**config.mk**
```make
export PLATFORM = sky130hd
export DESIGN_NAME = multicycle_ctrl_flat
export DESIGN_NICKNAME = d
export VERILOG_FILES = /design/src/rtl/rv_ctrl_pkg.sv /design/src/rtl/multicycle_ctrl_if.sv /design/src/rtl/multicycle_ctrl_alu_decoder.sv /design/src/rtl/multicycle_ctrl.sv /design/src/flat_wrapper.sv
export SDC_FILE = /design/constraint.sdc
export NUM_CORES = 1
export LEC_CHECK = 0
export ABC_CLOCK_PERIOD_IN_PS = 2540
export CORE_UTILIZATION = 42
export DETAILED_ROUTE_END_ITERATION = 12
export PLACE_DENSITY = 0.77
export SYNTH_ARGS = -nofsm -noshare
export SYNTH_HDL_FRONTEND = slang
export SYNTH_SLANG_ARGS = --single-unit
```
**constraint.sdc**
```tcl
create_clock -name clk -period 2.54 [get_ports clk]
set_input_delay 0.508 -clock clk [delete_from_list [all_inputs] [get_ports clk]]
set_output_delay 0.508 -clock clk [all_outputs]
set_load 0.1 [all_outputs]
```
**src/rtl/rv_ctrl_pkg.sv**
```systemverilog
// rv_ctrl_pkg: shared encodings for the RV32I multicycle control path.
// Holds opcode constants, FSM state encoding, ALU operation codes, datapath
// mux select encodings and the branch-condition helper.
package rv_ctrl_pkg;

  localparam logic [6:0] OP_LOAD   = 7'b0000011;
  localparam logic [6:0] OP_STORE  = 7'b0100011;
  localparam logic [6:0] OP_REG    = 7'b0110011;
  localparam logic [6:0] OP_IMM    = 7'b0010011;
  localparam logic [6:0] OP_LUI    = 7'b0110111;
  localparam logic [6:0] OP_AUIPC  = 7'b0010111;
  localparam logic [6:0] OP_JAL    = 7'b1101111;
  localparam logic [6:0] OP_JALR   = 7'b1100111;
  localparam logic [6:0] OP_BRANCH = 7'b1100011;
  localparam logic [6:0] OP_FENCE  = 7'b0001111;
  localparam logic [6:0] OP_SYSTEM = 7'b1110011;

  typedef enum logic [3:0] {
    S_FETCH   = 4'd0,  S_DECODE = 4'd1,  S_EX_R   = 4'd2,  S_EX_I  = 4'd3,
    S_EX_ADDR = 4'd4,  S_EX_U   = 4'd5,  S_EX_J   = 4'd6,  S_EX_JR = 4'd7,
    S_EX_B    = 4'd8,  S_MEM_RD = 4'd9,  S_MEM_WR = 4'd10, S_WB_ALU = 4'd11,
    S_WB_MEM  = 4'd12, S_HALT   = 4'd13, S_FAULT  = 4'd14
  } state_t;

  typedef enum logic [3:0] {
    ALU_AND = 4'b0000, ALU_OR  = 4'b0001, ALU_ADD = 4'b0010, ALU_XOR  = 4'b0011,
    ALU_SLL = 4'b0100, ALU_SRL = 4'b0101, ALU_SUB = 4'b0110, ALU_SLT  = 4'b0111,
    ALU_SRA = 4'b1000, ALU_SLTU = 4'b1001
  } alu_op_t;

  localparam logic [1:0] SRC_A_PC    = 2'b00;
  localparam logic [1:0] SRC_A_OLDPC = 2'b01;
  localparam logic [1:0] SRC_A_REG   = 2'b10;
  localparam logic [1:0] SRC_A_ZERO  = 2'b11;

  localparam logic [1:0] SRC_B_REG  = 2'b00;
  localparam logic [1:0] SRC_B_IMM  = 2'b01;
  localparam logic [1:0] SRC_B_FOUR = 2'b10;

  localparam logic [2:0] IMM_I = 3'b000;
  localparam logic [2:0] IMM_S = 3'b001;
  localparam logic [2:0] IMM_J = 3'b010;
  localparam logic [2:0] IMM_B = 3'b011;
  localparam logic [2:0] IMM_U = 3'b100;

  localparam logic [1:0] RES_ALUOUT = 2'b00;
  localparam logic [1:0] RES_MDR    = 2'b01;
  localparam logic [1:0] RES_PC     = 2'b10;

  localparam logic [1:0] PC_ALU       = 2'b00;
  localparam logic [1:0] PC_ALUOUT    = 2'b01;
  localparam logic [1:0] PC_ALU_ALIGN = 2'b10;

  // Branch condition from funct3 and the SUB flags; reserved funct3 never branches.
  function automatic logic branch_taken(input logic [2:0] f3, input logic z,
                                        input logic lt, input logic ltu);
    case (f3)
      3'b000:  return z;
      3'b001:  return !z;
      3'b100:  return lt;
      3'b101:  return !lt;
      3'b110:  return ltu;
      3'b111:  return !ltu;
      default: return 1'b0;
    endcase
  endfunction

endpackage

```
**src/rtl/multicycle_ctrl_if.sv**
```systemverilog
// multicycle_ctrl_if: memory request/ready handshake.
//   mem_req   - controller requests an access this cycle
//   mem_we    - access is a write
//   mem_ready - memory completes the access this cycle
interface multicycle_ctrl_if;
  logic mem_req;
  logic mem_we;
  logic mem_ready;

  modport master (output mem_req, output mem_we, input mem_ready);
  modport slave  (input mem_req, input mem_we, output mem_ready);
endinterface

```
**src/rtl/multicycle_ctrl_alu_decoder.sv**
```systemverilog
// alu_decoder: combinational ALU operation select.
//   r_mode      - 1: register-register form, 0: immediate form
//   funct7      - IR[31:25]
//   funct3      - IR[14:12]
//   alu_control - ALU operation code
module alu_decoder
  import rv_ctrl_pkg::*;
(
  input  logic       r_mode,
  input  logic [6:0] funct7,
  input  logic [2:0] funct3,
  output logic [3:0] alu_control
);

  always_comb begin
    alu_control = ALU_ADD;
    if (r_mode) begin
      // Only the exact base-ISA encodings are honoured; anything else is ADD.
      case ({funct7, funct3})
        {7'h00, 3'b000}: alu_control = ALU_ADD;
        {7'h20, 3'b000}: alu_control = ALU_SUB;
        {7'h00, 3'b001}: alu_control = ALU_SLL;
        {7'h00, 3'b010}: alu_control = ALU_SLT;
        {7'h00, 3'b011}: alu_control = ALU_SLTU;
        {7'h00, 3'b100}: alu_control = ALU_XOR;
        {7'h00, 3'b101}: alu_control = ALU_SRL;
        {7'h20, 3'b101}: alu_control = ALU_SRA;
        {7'h00, 3'b110}: alu_control = ALU_OR;
        {7'h00, 3'b111}: alu_control = ALU_AND;
        default:         alu_control = ALU_ADD;
      endcase
    end else begin
      case (funct3)
        3'b000:  alu_control = ALU_ADD;
        3'b001:  alu_control = ALU_SLL;
        3'b010:  alu_control = ALU_SLT;
        3'b011:  alu_control = ALU_SLTU;
        3'b100:  alu_control = ALU_XOR;
        3'b101:  alu_control = funct7[5] ? ALU_SRA : ALU_SRL;
        3'b110:  alu_control = ALU_OR;
        default: alu_control = ALU_AND;
      endcase
    end
  end

endmodule

```
**src/rtl/multicycle_ctrl.sv**
```systemverilog
// multicycle_ctrl: RV32I multicycle control FSM for a shared-ALU datapath.
//   clk, resetn            - clock, synchronous active-low reset
//   opcode/funct3/funct7   - instruction fields from IR
//   alu_zero/lt/ltu        - flags of the SUB computed this cycle
//   mem                    - memory handshake (req/we out, ready in)
//   state                  - current FSM state
//   ir/pc/reg_write        - register enables
//   alu_src_a/b, alu_control, imm_src, result_src, pc_src - datapath selects
//   halted/fault           - in HALT / FAULT
//   instret                - retired-instruction count (wraps)
module multicycle_ctrl
  import rv_ctrl_pkg::*;
#(
  parameter int MEM_HANDSHAKE = 1,
  parameter int TIMEOUT       = 0,
  parameter int CNT_W         = 32
) (
  input  logic               clk,
  input  logic               resetn,
  input  logic [6:0]         opcode,
  input  logic [2:0]         funct3,
  input  logic [6:0]         funct7,
  input  logic               alu_zero,
  input  logic               alu_lt,
  input  logic               alu_ltu,
  multicycle_ctrl_if.master  mem,
  output logic [3:0]         state,
  output logic               ir_write,
  output logic               pc_write,
  output logic               reg_write,
  output logic [1:0]         alu_src_a,
  output logic [1:0]         alu_src_b,
  output logic [3:0]         alu_control,
  output logic [2:0]         imm_src,
  output logic [1:0]         result_src,
  output logic [1:0]         pc_src,
  output logic               halted,
  output logic               fault,
  output logic [CNT_W-1:0]   instret
);

  localparam int WC_W = (TIMEOUT > 0) ? $clog2(TIMEOUT + 1) : 1;

  state_t          state_q, state_d;
  logic [WC_W-1:0] wait_cnt;
  logic            rdy, mem_state, to_hit, go;
  logic            req, we;
  logic [3:0]      dec_ctl;

  assign rdy       = (MEM_HANDSHAKE != 0) ? mem.mem_ready : 1'b1;
  assign mem_state = state_q inside {S_FETCH, S_MEM_RD, S_MEM_WR};
  // Timeout wins over ready: the access is abandoned even if it completes now.
  assign to_hit    = (TIMEOUT > 0) && mem_state && (wait_cnt == WC_W'(TIMEOUT));
  assign go        = rdy && !to_hit;

  assign state       = state_q;
  assign mem.mem_req = req;
  assign mem.mem_we  = we;

  alu_decoder u_dec (
    .r_mode     (state_q == S_EX_R),
    .funct7     (funct7),
    .funct3     (funct3),
    .alu_control(dec_ctl)
  );

  always_comb begin
    state_d = state_q;
    case (state_q)
      S_FETCH:  if (go) state_d = S_DECODE;
      S_DECODE: begin
        case (opcode)
          OP_LOAD, OP_STORE: state_d = S_EX_ADDR;
          OP_REG:            state_d = S_EX_R;
          OP_IMM:            state_d = S_EX_I;
          OP_LUI, OP_AUIPC:  state_d = S_EX_U;
          OP_JAL:            state_d = S_EX_J;
          OP_JALR:           state_d = S_EX_JR;
          OP_BRANCH:         state_d = S_EX_B;
          OP_FENCE:          state_d = S_FETCH;
          OP_SYSTEM:         state_d = S_HALT;
          default:           state_d = S_FAULT;
        endcase
      end
      S_EX_R, S_EX_I, S_EX_U:            state_d = S_WB_ALU;
      S_EX_ADDR: state_d = (opcode == OP_STORE) ? S_MEM_WR : S_MEM_RD;
      S_EX_J, S_EX_JR, S_EX_B:           state_d = S_FETCH;
      S_MEM_RD: if (go) state_d = S_WB_MEM;
      S_MEM_WR: if (go) state_d = S_FETCH;
      S_WB_ALU, S_WB_MEM:                state_d = S_FETCH;
      S_HALT:                            state_d = S_HALT;
      default:                           state_d = S_FAULT;
    endcase
    if (to_hit) state_d = S_FAULT;
  end

  always_ff @(posedge clk) begin
    if (!resetn) begin
      state_q  <= S_FETCH;
      wait_cnt <= '0;
      instret  <= '0;
    end else begin
      state_q <= state_d;
      if (state_d != state_q)    wait_cnt <= '0;
      else if (mem_state && !rdy) wait_cnt <= wait_cnt + WC_W'(1);
      if (state_q != S_FETCH && state_d == S_FETCH) instret <= instret + CNT_W'(1);
    end
  end

  always_comb begin
    req         = 1'b0;
    we          = 1'b0;
    ir_write    = 1'b0;
    pc_write    = 1'b0;
    reg_write   = 1'b0;
    alu_src_a   = SRC_A_PC;
    alu_src_b   = SRC_B_REG;
    alu_control = ALU_AND;
    imm_src     = IMM_I;
    result_src  = RES_ALUOUT;
    pc_src      = PC_ALU;
    halted      = 1'b0;
    fault       = 1'b0;
    case (state_q)
      S_FETCH: begin
        req = 1'b1; alu_src_b = SRC_B_FOUR; alu_control = ALU_ADD;
        ir_write = go; pc_write = go;
      end
      S_DECODE: begin
        alu_src_a = SRC_A_OLDPC; alu_src_b = SRC_B_IMM; imm_src = IMM_B;
        alu_control = ALU_ADD;
      end
      S_EX_R: begin
        alu_src_a = SRC_A_REG; alu_control = dec_ctl;
      end
      S_EX_I: begin
        alu_src_a = SRC_A_REG; alu_src_b = SRC_B_IMM; alu_control = dec_ctl;
      end
      S_EX_ADDR: begin
        alu_src_a = SRC_A_REG; alu_src_b = SRC_B_IMM; alu_control = ALU_ADD;
        imm_src = (opcode == OP_STORE) ? IMM_S : IMM_I;
      end
      S_EX_U: begin
        alu_src_a = (opcode == OP_LUI) ? SRC_A_ZERO : SRC_A_OLDPC;
        alu_src_b = SRC_B_IMM; imm_src = IMM_U; alu_control = ALU_ADD;
      end
      S_EX_J: begin
        alu_src_a = SRC_A_OLDPC; alu_src_b = SRC_B_IMM; imm_src = IMM_J;
        alu_control = ALU_ADD; pc_write = 1'b1; reg_write = 1'b1; result_src = RES_PC;
      end
      S_EX_JR: begin
        alu_src_a = SRC_A_REG; alu_src_b = SRC_B_IMM; alu_control = ALU_ADD;
        pc_src = PC_ALU_ALIGN; pc_write = 1'b1; reg_write = 1'b1; result_src = RES_PC;
      end
      S_EX_B: begin
        alu_src_a = SRC_A_REG; alu_control = ALU_SUB;
        if (branch_taken(funct3, alu_zero, alu_lt, alu_ltu)) begin
          pc_write = 1'b1; pc_src = PC_ALUOUT;
        end
      end
      S_MEM_RD: req = 1'b1;
      S_MEM_WR: begin req = 1'b1; we = 1'b1; end
      S_WB_ALU: reg_write = 1'b1;
      S_WB_MEM: begin reg_write = 1'b1; result_src = RES_MDR; end
      S_HALT:   halted = 1'b1;
      S_FAULT:  fault = 1'b1;
      default: ;
    endcase
  end

endmodule

```
**src/flat_wrapper.sv**
```systemverilog
// flat-port wrapper written by rule: the top's interface ports become plain ports
module multicycle_ctrl_flat import rv_ctrl_pkg::*;
#(
  parameter int MEM_HANDSHAKE = 1,
  parameter int TIMEOUT       = 0,
  parameter int CNT_W         = 32
)
  (clk, resetn, opcode, funct3, funct7, alu_zero, alu_lt, alu_ltu, state, ir_write, pc_write, reg_write, alu_src_a, alu_src_b, alu_control, imm_src, result_src, pc_src, halted, fault, instret, mem_mem_req, mem_mem_we, mem_mem_ready);
  multicycle_ctrl_if mem_i ();
  input  logic clk;
  input  logic resetn;
  input  logic [6:0] opcode;
  input  logic [2:0] funct3;
  input  logic [6:0] funct7;
  input  logic alu_zero;
  input  logic alu_lt;
  input  logic alu_ltu;
  output logic [3:0] state;
  output logic ir_write;
  output logic pc_write;
  output logic reg_write;
  output logic [1:0] alu_src_a;
  output logic [1:0] alu_src_b;
  output logic [3:0] alu_control;
  output logic [2:0] imm_src;
  output logic [1:0] result_src;
  output logic [1:0] pc_src;
  output logic halted;
  output logic fault;
  output logic [CNT_W-1:0] instret;
  output wire logic [$bits(mem_i.mem_req)-1:0] mem_mem_req;
  output wire logic [$bits(mem_i.mem_we)-1:0] mem_mem_we;
  input wire logic [$bits(mem_i.mem_ready)-1:0] mem_mem_ready;
  assign mem_mem_req = mem_i.mem_req;
  assign mem_mem_we = mem_i.mem_we;
  assign mem_i.mem_ready = mem_mem_ready;
  multicycle_ctrl #(.MEM_HANDSHAKE(MEM_HANDSHAKE), .TIMEOUT(TIMEOUT), .CNT_W(CNT_W)) u_core (.clk(clk), .resetn(resetn), .opcode(opcode), .funct3(funct3), .funct7(funct7), .alu_zero(alu_zero), .alu_lt(alu_lt), .alu_ltu(alu_ltu), .mem(mem_i), .state(state), .ir_write(ir_write), .pc_write(pc_write), .reg_write(reg_write), .alu_src_a(alu_src_a), .alu_src_b(alu_src_b), .alu_control(alu_control), .imm_src(imm_src), .result_src(result_src), .pc_src(pc_src), .halted(halted), .fault(fault), .instret(instret));
endmodule
```
==> results_dict.tcl <==
set metrics [dict create \
    status "finished, final reports clean" \
    route.detailed.wl_per_inst_um 15.28 \
    cp_endpoint_kind "output pin" \
    finalWorstPathRequiredPeriod_ns 2.452 \
    grt_pass1_wl_um 12900 \
    antenna_found_initial 0 \
    synth-adder-area-share 0.005068 \
    detail_route.wirelength_um 7929 \
    vias_per_cell 5.476 \
    ratio_of_cells_with_drive_above_1_in_the_final_layout 0.4609 \
    number_of_diodes 0 \
    worstHoldPathCells 2 \
    synth_top_cells_by_count "43 x sky130_fd_sc_hd__nor2_1, 36 x sky130_fd_sc_hd__dfxtp_1, 22 x sky130_fd_sc_hd__a21oi_1" \
    coreArea_sq_mm 0.005574 \
    cts_buffers 5 \
    synth_xor_area_frac 0.07805 \
    clockRootBuffer "sky130_fd_sc_hd__clkbuf_8" \
    hold_vio_cnt_final 0 \
    critical_path.startpoint_type "input pin" \
    slew_headroom 0.7272 \
    yosys_warnings 0 \
    ioPinCount 81 \
    yosys.cell_count.top_type "sky130_fd_sc_hd__nor2_1" \
    async_flop_share 0 \
    rows 27 \
    postRouteAntennaNets 0 \
    skew_ns 0.008770 \
    globalRouteMet3Util 0.05465 \
    global_route.overflow_total 0 \
    min-delay-path-class "flip-flop to flip-flop" \
    synthSimpleGateAreaFrac 0.3827 \
    vdd_drop_max_mv 1.179 \
    r2r_cells 9 \
    number_of_sinks_on_the_clock_net 36 \
    met2_use_gr 0.4504 \
    drc_errors 0 \
    initialDrtViolationCount 148 \
    cts_hold_repair.buffers 0 \
    minimum_hold_slack_ns 0.4902 \
    synth_largest_area_cell "sky130_fd_sc_hd__dfxtp_1" \
    slew_violations 0 \
    syn-mean-instance-area_sq_um 7.572 \
    grt_start_max_net_pins 23 \
    layout-area-overhead-vs-synth_pct 67.76 \
    groute.layer.met1.usage 0.3234 \
    setup_violations 0 \
    filler_cell_count 424 \
    initial_utilization 0.4429 \
    synth_top_area_frac 0.2919 \
    min_period_over_period 0.9654 \
    synth_sequential_area_ratio 0.2919 \
    final_cell_count_no_fill 519 \
    crit_arrival_ns 1.94 \
    io_buffer_count 80 \
    first_drt_pass_iteration_count 5 \
    synth.distinct_cells 57 \
    yosys-top-cells-area "sky130_fd_sc_hd__dfxtp_1 29%, sky130_fd_sc_hd__nor2_1 6.5%, sky130_fd_sc_hd__xor2_1 6.0%" \
    grtUsageTotal 0.2614 \
    synth_area_in_compound_gates 0.1713 \
    tightestPinTransition_ns 0.4028 \
    main_combinational_cell_family_by_area_after_synthesis "simple AND/OR/NAND/NOR gates" \
    cts.reportedPaths.clkPinSlew_ns 0.07 \
    die_width_um 78.67 \
    critPathRequiredTime_ns 2.03 \
    maxClockFrequency_mhz 407.8 \
    syn_inst 326 \
    global_route.peak_usage_layer "met2" \
    tritoncts "built" \
    fp.dieArea_sq_mm 0.006188 \
    die_y_um 78.67 \
    worst_skew_pair.late_latency_ns 0.30 \
    synth_nets 350 \
    synth_enable_flop_cells 0 \
    cts_max_level 2 \
    max_cap_violations 0 \
    gp_routability_congestion 0.8663 \
    via_count 2842 \
    dominantRegCellSynth "sky130_fd_sc_hd__dfxtp_1" \
    maximum_clock_insertion_buffer_count 2 \
    grt_pass1_vias 2706 \
    cellLeakagePower_uw 0.001750 \
    critPathKind "input pin to output pin" \
    total_power_uw 4339 \
    powerDensity_mw_per_mm2 1048 \
    numPlacedInstances 500 \
    post_synth_mux_area_share 0.008109 \
    cp_max_fo 3 \
    synth-seq-cells 36 \
    post_layout_nets 470 \
    dp_hpwl_um 5678 \
    netlist_area_sq_mm 0.002469 \
]
[final timing paths]
kind	from	end	slack, ns
worst max-delay path	funct7[3]	alu_control[1]	0.09
worst min-delay path	u_core.instret[12]$_SDFFE_PN0P_	u_core.instret[12]$_SDFFE_PN0P_	0.49
worst max register to register	u_core.state[2]$_SDFF_PN0_	u_core.instret[28]$_SDFFE_PN0P_	0.15
worst min register to register	u_core.instret[12]$_SDFFE_PN0P_	u_core.instret[12]$_SDFFE_PN0P_	0.49
[repair_timing]
| action | in CTS | in global routing |
|---|---|---|
| resized for setup | 33 | 31 |
| pin swaps | 16 | 20 |
| cloned | 1 | 0 |
| endpoints found under the setup margin | 33 | 37 |
| setup buffers | 3 | 7 |
[layout make-up]
| type | instances | area (sq um) | share of cell area |
|---|---|---|---|
| Inverter | 11 | 41.29 | 0.009970 |
| Clock buffer | 6 | 72.57 | 0.01752 |
| Clock inverter | 2 | 35.03 | 0.008459 |
| Tap cell | 72 | 90.09 | 0.02175 |
| Multi-Input combinational cell | 259 | 1876 | 0.4529 |
| Sequential cell | 36 | 769.5 | 0.1858 |
| Timing Repair Buffer | 133 | 1257 | 0.3036 |
[per-layer routing]
metal  vias up  wire length (um)  part of all wire
met5         -                 0                 0
met4         0                80             0.010
met3        11               513             0.065
met2       101              4033              0.51
met1      1332              3301              0.42
li1       1398                 -                 -
[critical path: stages]
cell,delay [ns]
sky130_fd_sc_hd__clkbuf_2,0.08
sky130_fd_sc_hd__nor4_2,0.28
sky130_fd_sc_hd__nand2_2,0.13
sky130_fd_sc_hd__buf_6,0.13
sky130_fd_sc_hd__or4_1,0.46
sky130_fd_sc_hd__o211a_1,0.17
sky130_fd_sc_hd__buf_12,0.17
[metrics by stage]
stage / setup TNS [ns] / area, sq um / worst slack (ns) / utilization
floorplan: -0.3532 / 2678 / -0.1766 / -
finish: 0 / 4141 / 0.08776 / 0.7430
detailed placement: -13.19 / 3826 / -0.5118 / 0.6864
global route: -0.1768 / 4141 / -0.05994 / 0.7430
global placement: -10.60 / 3826 / -0.4185 / 0.6864
CTS: -0.02669 / 3994 / -0.01356 / 0.7165
[power breakdown]
part / switching, uW / total (uW) / leakage, uW / internal, uW
Clock: 213 / 504 / 0.0000552 / 291
Combinational: 2140 / 3170 / 0.00139 / 1030
Sequential: 55.1 / 664 / 0.000304 / 609
Total: 2410 / 4340 / 0.00175 / 1930
[cell families after synthesis]
family                     count (synthesis)
and+or+nand+nor                          168
AOI/OAI and AO/OA                         65
DFF                                       36
buffers and inverters                     32
xor gates and xnor gates                  22
muxes                                      2
adders and majority gates                  1
[placed cells by master (no fill, tap or decap), types with 3 or more instances in the layout]
| master | synthesis | final |
|---|---|---|
| sky130_fd_sc_hd__nand4_1 | 16 | 16 |
| sky130_fd_sc_hd__buf_4 | 0 | 91 |
| sky130_fd_sc_hd__clkbuf_8 | 0 | 5 |
| sky130_fd_sc_hd__nor2b_1 | 5 | 5 |
| sky130_fd_sc_hd__or3_1 | 9 | 8 |
| sky130_fd_sc_hd__dlymetal6s2s_1 | 0 | 5 |
| sky130_fd_sc_hd__dfxtp_1 | 36 | 13 |
| sky130_fd_sc_hd__nor3_2 | 0 | 3 |
| sky130_fd_sc_hd__nor3_1 | 14 | 7 |
| sky130_fd_sc_hd__a21oi_1 | 22 | 17 |
| sky130_fd_sc_hd__xnor2_1 | 5 | 5 |
| sky130_fd_sc_hd__nor4_4 | 3 | 3 |
| sky130_fd_sc_hd__and2_1 | 7 | 7 |
| sky130_fd_sc_hd__a21oi_2 | 1 | 6 |
| sky130_fd_sc_hd__clkdlybuf4s50_1 | 0 | 5 |
| sky130_fd_sc_hd__nand2_1 | 18 | 17 |
| sky130_fd_sc_hd__nand3_1 | 17 | 17 |
| sky130_fd_sc_hd__buf_6 | 4 | 3 |
| sky130_fd_sc_hd__dfxtp_2 | 0 | 15 |
| sky130_fd_sc_hd__buf_12 | 0 | 17 |
| sky130_fd_sc_hd__dfxtp_4 | 0 | 8 |
| sky130_fd_sc_hd__xor2_1 | 17 | 17 |
| sky130_fd_sc_hd__nor2_1 | 43 | 32 |
| sky130_fd_sc_hd__nor3_4 | 0 | 4 |
| sky130_fd_sc_hd__nand2_2 | 2 | 3 |
| sky130_fd_sc_hd__clkbuf_2 | 1 | 3 |
| sky130_fd_sc_hd__nor2_4 | 0 | 4 |
| sky130_fd_sc_hd__nor2_2 | 0 | 7 |
| sky130_fd_sc_hd__inv_1 | 10 | 9 |
| sky130_fd_sc_hd__and3_1 | 9 | 9 |
| sky130_fd_sc_hd__o21ai_0 | 18 | 15 |
| sky130_fd_sc_hd__dlygate4sd2_1 | 0 | 6 |
[sequential cells by signal, indices dropped and copies added (netlist names)]
| register | cells |
|---|---|
| u_core.instret | 32 |
| u_core.state | 4 |
Power figures use the tool's default switching activity.
==> patch 1: new RTL, same settings <==
Register the output `fault`, cleared by the reset; this adds one clock of latency there. The other outputs are not delayed to match.
--- a/src/rtl/multicycle_ctrl.sv
+++ b/src/rtl/multicycle_ctrl.sv
@@ -40,6 +40,8 @@
 );
 
   localparam int WC_W = (TIMEOUT > 0) ? $clog2(TIMEOUT + 1) : 1;
+
+  logic fault_d;
 
   state_t          state_q, state_d;
   logic [WC_W-1:0] wait_cnt;
@@ -120,7 +122,7 @@
     result_src  = RES_ALUOUT;
     pc_src      = PC_ALU;
     halted      = 1'b0;
-    fault       = 1'b0;
+    fault_d     = 1'b0;
     case (state_q)
       S_FETCH: begin
         req = 1'b1; alu_src_b = SRC_B_FOUR; alu_control = ALU_ADD;
@@ -163,10 +165,18 @@
       S_WB_ALU: reg_write = 1'b1;
       S_WB_MEM: begin reg_write = 1'b1; result_src = RES_MDR; end
       S_HALT:   halted = 1'b1;
-      S_FAULT:  fault = 1'b1;
+      S_FAULT:  fault_d = 1'b1;
       default: ;
     endcase
   end
 
+  always_ff @(posedge clk) begin
+    if (!resetn) begin
+      fault <= '0;
+    end else begin
+      fault <= fault_d;
+    end
+  end
+
 endmodule
 
Formal check against the unedited RTL: not equivalent (a bounded check fails within 4 cycles, from zero or initial values and one cycle with resetn low).
==> patch 1 against the original RTL <==
The flow now finishes with violations (negative setup slack). Combinational power grew 33%. First-iteration DRC count up 28%. Fmax fell by 11%. Wire length rose by 3.7%. Sequential cell count is 1 higher. Sequential power grew 14%. Worst setup slack lost 0.29 ns. Synthesized area up 6.3%. Power increased by 24%. Final area is 6.9% higher. Count of clock-buffer cells in the layout is the same. Die area rose by 6.2%. Via count is 3.4% higher. Highest routed layer unchanged.
==> patch 1: results (changes against the original RTL) <==
Worst setup path
  • Worst R2R Setup Slack: 0.02 ns (-0.13 ns)
  • Largest incremental delay on the critical path: 0.53 ns (+0.07 ns)
  • Crit path max fanout: 3 (unchanged)
  • Data arrival time at the worst-slack endpoint: 2.24 ns (+0.30 ns)
  • Count of cells along the worst register-to-register path: 11 (+2)
  • Startpoint of the most critical setup path: funct7[6]
  • WS Path Type: in -> out
  • CP max stage cell: or4_4
  • Launching point of the worst reg2reg path: u_core.state[2]
  • Destination of the worst register-to-register timing path: u_core.instret[23]

Pwr
  • P_leak: 1.72 nW (-1.7%)
  • Peak VDD IR: 0.00145 V (+23%)

Placed design
  • RePlAce Congestion: 0.888 (+2.5%)
  • Setup slack at placement: -0.558 ns (-0.0465 ns)
  • Placement-stage cell area: 0.00412 mm² (+7.6%)
  • DPL Wire Length: 5810 µm (+2.4%)

Cells and area
  • ANT cells: 0 (unchanged)
  • Layout filler cell count: 405 (-4.5%)
  • Layout cell share with drive strength beyond 1: 48.1% (+2.0 points)
  • Layout-stage area growth over the synthesis result: 68.7%
  • Number of nets in the finished design: 479 (+1.9%)
  • Max reg flops: 32 (unchanged)

CTS
  • Number of H-tree levels: 2 (unchanged)
  • Number of buffers added by the clock tree synthesis step: 5 (unchanged)
  • Clk Tree Root Cell: clkbuf_8
  • Count of buffers added by post-CTS timing repair for setup: 10 (+7)
  • Clock insertion delay at the later pin of the skew report: around 0.29 ns
  • Clk buf depth: 2 (unchanged)
  • Post-CTS clock slew at the launch and capture registers of the worst setup and hold paths: 0.08 ns
  • Post-cts repair resize count: 33 (unchanged)

Run status
  • Result of the run: finished with violations
  • Violated checks: negative setup slack

Synth
  • Distinct cells, synth: 61 (+7.0%)
  • Fraction of registers with async set or reset after synthesis: 0% (unchanged)
  • Top post-synthesis cells by count: 55 x nor2_1, 37 x dfxtp_1, 27 x nand2_1
  • Most area-consuming cells after synthesis: dfxtp_1 28%, xnor2_1 8.3%, nor2_1 7.9%
  • Net Count, Synth: 356 (+1.7%)
  • Yosys synthesis warning count: 0 (unchanged)
  • Part of the Yosys area used for sequential elements: 28.2% (-0.98 points)

STA
  • Setup violators final: 3 (+3)
  • Clock tree skew after final layout: 0.00696 ns (-0.00181 ns)
  • Crit path setup slack, layout: -0.205 ns (-0.292 ns)
  • Tightest Pin Transition: 0.626 ns (+0.223 ns)

Global routing
  • Number of antenna violations at the first check in global routing: 0 (unchanged)
  • Total GRT Usage: 25.0% (-1.1 points)
  • First-pass GRT wire length: 12,800 µm (-0.70%)
  • Via count of the first global-routing pass: 2,752 (+1.7%)
  • Largest net degree at the start of global routing: 27 (+17%)

Drt
  • Detailed-route wire length: 8220 µm (+3.7%)
  • Average via count per standard cell: 5.55 (+1.3%)
  • Number of detailed-route iterations in the first pass: 4 (-1)
  • Number of DRC markers after the initial detailed-route iteration: 189 (+28%)

Min path
  • Endpoint of the worst hold path: u_core.instret[6]
  • Hold_sp: u_core.instret[6]
  • Hold path depth: 2 (unchanged)
  • HP Class: reg -> reg

Flow run
  • Max Cap Violations: 0 (unchanged)
patch 1: worst max-delay path by stage:
stage / to / cells after the start
2_1_floorplan: alu_control[2] / 4
3_3_place_gp: alu_control[2] / 9
5_1_grt: alu_control[2] / 9
6_report: alu_control[2] / 9
3_5_place_dp: alu_control[2] / 9
4_1_cts: alu_control[2] / 9
patch 1: layout make-up:
| type | instances | area, µm² | area share (%) |
|---|---|---|---|
| Multi-Input combinational cell | 262 | 2080 | 47.0 |
| Timing Repair Buffer | 137 | 1350 | 30.5 |
| Sequential cell | 37 | 782 | 17.7 |
| Tap cell | 75 | 93.8 | 2.12 |
| Clock buffer | 6 | 72.6 | 1.64 |
| Inverter | 12 | 45.0 | 1.02 |
| Clock inverter | 1 | 5.00 | 0.113 |
patch 1: routing by layer:
| metal | track usage, % | share of wire, % |
|---|---|---|
| met5 | 0 | 0 |
| met3 | 3.93 | 6.5 |
| met1 | 33.1 | 43 |
| met4 | 5.00 | 1.2 |
| met2 | 42.7 | 50 |
patch 1: logic make-up after synthesis:
logic type	share of synthesized area [%]
AOI/OAI and AO/OA	12.7
xor gates and xnor gates	8.67
adders and majority gates	0.477
buffers and inverters	5.39
DFF	28.2
muxes	2.34
and+or+nand+nor	42.2
patch 1: through the flow:
stage | std cells | setup TNS, ns | hold WS, ns | power (W)
after global routing | 530 | -0.776 | 0.500 | 0.00559
after detailed placement | 513 | -13.26 | 0.471 | 0.00470
after global placement | 513 | -11.44 | 0.459 | 0.00464
after floorplan | 332 | -0.683 | 0.656 | 0.00329
final | 530 | -0.357 | 0.479 | 0.00537
after CTS | 528 | -0.672 | 0.483 | 0.00518
patch 1: power by group:
part | internal, W | total, W | switching, W
logic | 0.00156 | 0.00423 | 0.00267
registers | 0.000640 | 0.000754 | 0.000114
clock network | 0.000187 | 0.000390 | 0.000204
==> patch 2: new RTL, same flow settings <==
Made on the original files. `CNT_W` is set to 32 in 2 places; all go to 64.
--- a/src/rtl/multicycle_ctrl.sv
+++ b/src/rtl/multicycle_ctrl.sv
@@ -13,7 +13,7 @@
 #(
   parameter int MEM_HANDSHAKE = 1,
   parameter int TIMEOUT       = 0,
-  parameter int CNT_W         = 32
+  parameter int CNT_W         = 64
 ) (
   input  logic               clk,
   input  logic               resetn,
--- a/src/flat_wrapper.sv
+++ b/src/flat_wrapper.sv
@@ -3,7 +3,7 @@
 #(
   parameter int MEM_HANDSHAKE = 1,
   parameter int TIMEOUT       = 0,
-  parameter int CNT_W         = 32
+  parameter int CNT_W         = 64
 )
   (clk, resetn, opcode, funct3, funct7, alu_zero, alu_lt, alu_ltu, state, ir_write, pc_write, reg_write, alu_src_a, alu_src_b, alu_control, imm_src, result_src, pc_src, halted, fault, instret, mem_mem_req, mem_mem_we, mem_mem_ready);
   multicycle_ctrl_if mem_i ();
Interface: changed (resized instret); port bits go from 81 to 113. The function was not compared with the original's and may differ.
==> patch 2 against the original RTL <==
The run now ends with negative setup slack left. Synthesized area is 75% higher. Sequential power up 73%. Final area up 66%. Power rose by 38%. Cell count rose by 71%. Sequential cell count up 32. Wire length increased by 87%. Worst setup slack lost 0.24 ns. Critical endpoint is now alu_control[2].
==> patch 2: results (changes against the original RTL) <==
Worst setup path
  • Destination of the worst register-to-register timing path: u_core.instret[46]
  • Startpoint of the most critical setup path: funct7[5]
  • Worst R2R Setup Slack: 0.01 ns (-0.14 ns)
  • Data arrival time at the worst-slack endpoint: 2.19 ns (+0.25 ns)
  • Count of cells along the worst register-to-register path: 8 (-1)
  • Launching point of the worst reg2reg path: u_core.state[0]
  • Crit path max fanout: 5 (+2)

Drt
  • Detailed-route wire length: 14,800 µm (+87%)
  • Number of detailed-route iterations in the first pass: 5 (unchanged)
  • Average via count per standard cell: 6.08 (+11%)
  • Number of DRC markers after the initial detailed-route iteration: 341 (+130%)

Min path
  • Hold_sp: u_core.instret[59]
  • HP Class: reg -> reg
  • Endpoint of the worst hold path: u_core.instret[59]
  • Hold path depth: 2 (unchanged)

Synth
  • Distinct cells, synth: 56 (-1.8%)
  • Yosys synthesis warning count: 0 (unchanged)
  • Top post-synthesis cells by count: 68 x dfxtp_1, 59 x a21oi_1, 55 x nand2_1
  • Part of the Yosys area used for sequential elements: 31.5% (+2.3 points)
  • Most area-consuming cells after synthesis: dfxtp_1 32%, a21oi_1 6.8%, nand2_1 4.8%
  • Net Count, Synth: 600 (+71%)
  • Fraction of registers with async set or reset after synthesis: 0% (unchanged)

Global routing
  • First-pass GRT wire length: 22,600 µm (+75%)
  • Largest net degree at the start of global routing: 50 (+120%)
  • Total GRT Usage: 26.9% (+0.73 points)
  • Number of antenna violations at the first check in global routing: 0 (unchanged)
  • Via count of the first global-routing pass: 4,664 (+72%)

Placed design
  • DPL Wire Length: 10,400 µm (+83%)
  • Count of input and output buffers: 112 (+40%)
  • RePlAce Congestion: 0.885 (+2.1%)

STA
  • Crit path setup slack, layout: -0.156 ns (-0.244 ns)
  • Clock tree skew after final layout: 0.0158 ns (+0.00706 ns)
  • Setup violators final: 3 (+3)
  • Relative slew slack: 61.6% (-11 points)

CTS
  • Cts-stage hold buffer count: 0 (unchanged)
  • Post-CTS clock slew at the launch and capture registers of the worst setup and hold paths: approximately 0.08 ns
  • Number of H-tree levels: 3 (+1)
  • Clk Tree Root Cell: clkbuf_8
  • Clock insertion delay at the later pin of the skew report: 0.36 ns (+0.06 ns)
  • Number of buffers added by the clock tree synthesis step: 9 (+4)
  • Clk buf depth: 2 (unchanged)

Cells and area
  • ANT cells: 0 (unchanged)
  • Most flops, register: u_core.instret
  • Layout filler cell count: 742 (+75%)
  • Number of nets in the finished design: 772 (+64%)
  • Max reg flops: 64 (+100%)
  • Layout cell share with drive strength beyond 1: 43.6% (-2.5 points)

Pwr
  • P_leak: 2.51 nW (+43%)
  • Peak VDD IR: 0.00117 V (-0.41%)

Run status
  • Result of the run: finished with violations
  • Violated checks: negative setup slack
==> patch 2: repair_timing <==
action,CTS,global route
setup endpoints to repair,71,41
pin swaps,24,20
setup buffers,10,10
gates resized for setup,53,44
==> patch 2: cells by family (layout without fill, tap and decap cells) <==
| family | Yosys count | count (layout) | synth area share [%] |
|---|---|---|---|
| adders and majority gates | 1 | 1 | 0.290 |
| DFF | 68 | 68 | 31.5 |
| xor gates and xnor gates | 7 | 7 | 1.42 |
| AOI/OAI and AO/OA | 159 | 159 | 24.3 |
| muxes | 7 | 7 | 1.62 |
| buffers and inverters | 57 | 234 | 5.07 |
| and+or+nand+nor | 277 | 277 | 35.8 |
==> patch 2: final cells by class <==
type | instances | share of cell area, %
flip-flops and latches | 68 | 21.2
clock inverters | 6 | 1.04
well taps | 133 | 2.42
inverters | 18 | 0.981
clock buffers | 10 | 2.00
repair buffers | 200 | 26.6
multi-input cells | 451 | 45.7
==> patch 2: worst max-delay path, stage by stage <==
cell and delay (ns):
clkdlybuf4s50_1 0.51, buf_4 0.16, inv_1 0.06, a21oi_1 0.15, nor2_1 0.06, a22oi_1 0.24, o32ai_2 0.13, nand3b_1 0.14
a21oi_4 0.08, buf_12 0.17
==> patch 2: how the worst max path moves through the flow <==
stage,end,slack (ns),cells after the start
3_5_place_dp,u_core.instret[17],-0.88,9
4_1_cts,alu_control[2],-0.28,8
2_1_floorplan,u_core.instret[46],-0.45,9
3_3_place_gp,u_core.instret[34],-0.85,9
6_report,alu_control[2],-0.16,10
5_1_grt,alu_control[2],-0.19,10
==> patch 2: metrics by stage <==
stage               cell area (µm²)  instances  setup slack, ns  hold slack [ns]  TNS (ns)
detailed placement             6360        853           -0.878            0.475    -50.44
global placement               6360        853           -0.852            0.463    -47.23
global route                   6890        886           -0.194            0.509    -0.587
CTS                            6660        877           -0.284            0.490    -0.411
floorplan                      4730        576           -0.452            0.617     -9.91
finish                         6890        886           -0.156            0.495    -0.239
==> patch 2: where the power goes <==
group | switching [W] | internal (W)
Combinational | 0.00245 | 0.00144
Sequential | 0.0000570 | 0.00110
Clock | 0.000451 | 0.000488
Total | 0.00296 | 0.00302
==> patch 2: per-layer routing <==
layer  routed length [µm]  GRT usage (%)  vias to the layer above  share of wire (%)
li1                     -              -                     2535                  -
met1                 6400           36.1                     2568                 43
met2                 6980           43.0                      235                 47
met3                  987           4.44                       46                6.7
met4                  457           10.5                        0                3.1
met5                    0              0                        -                  0
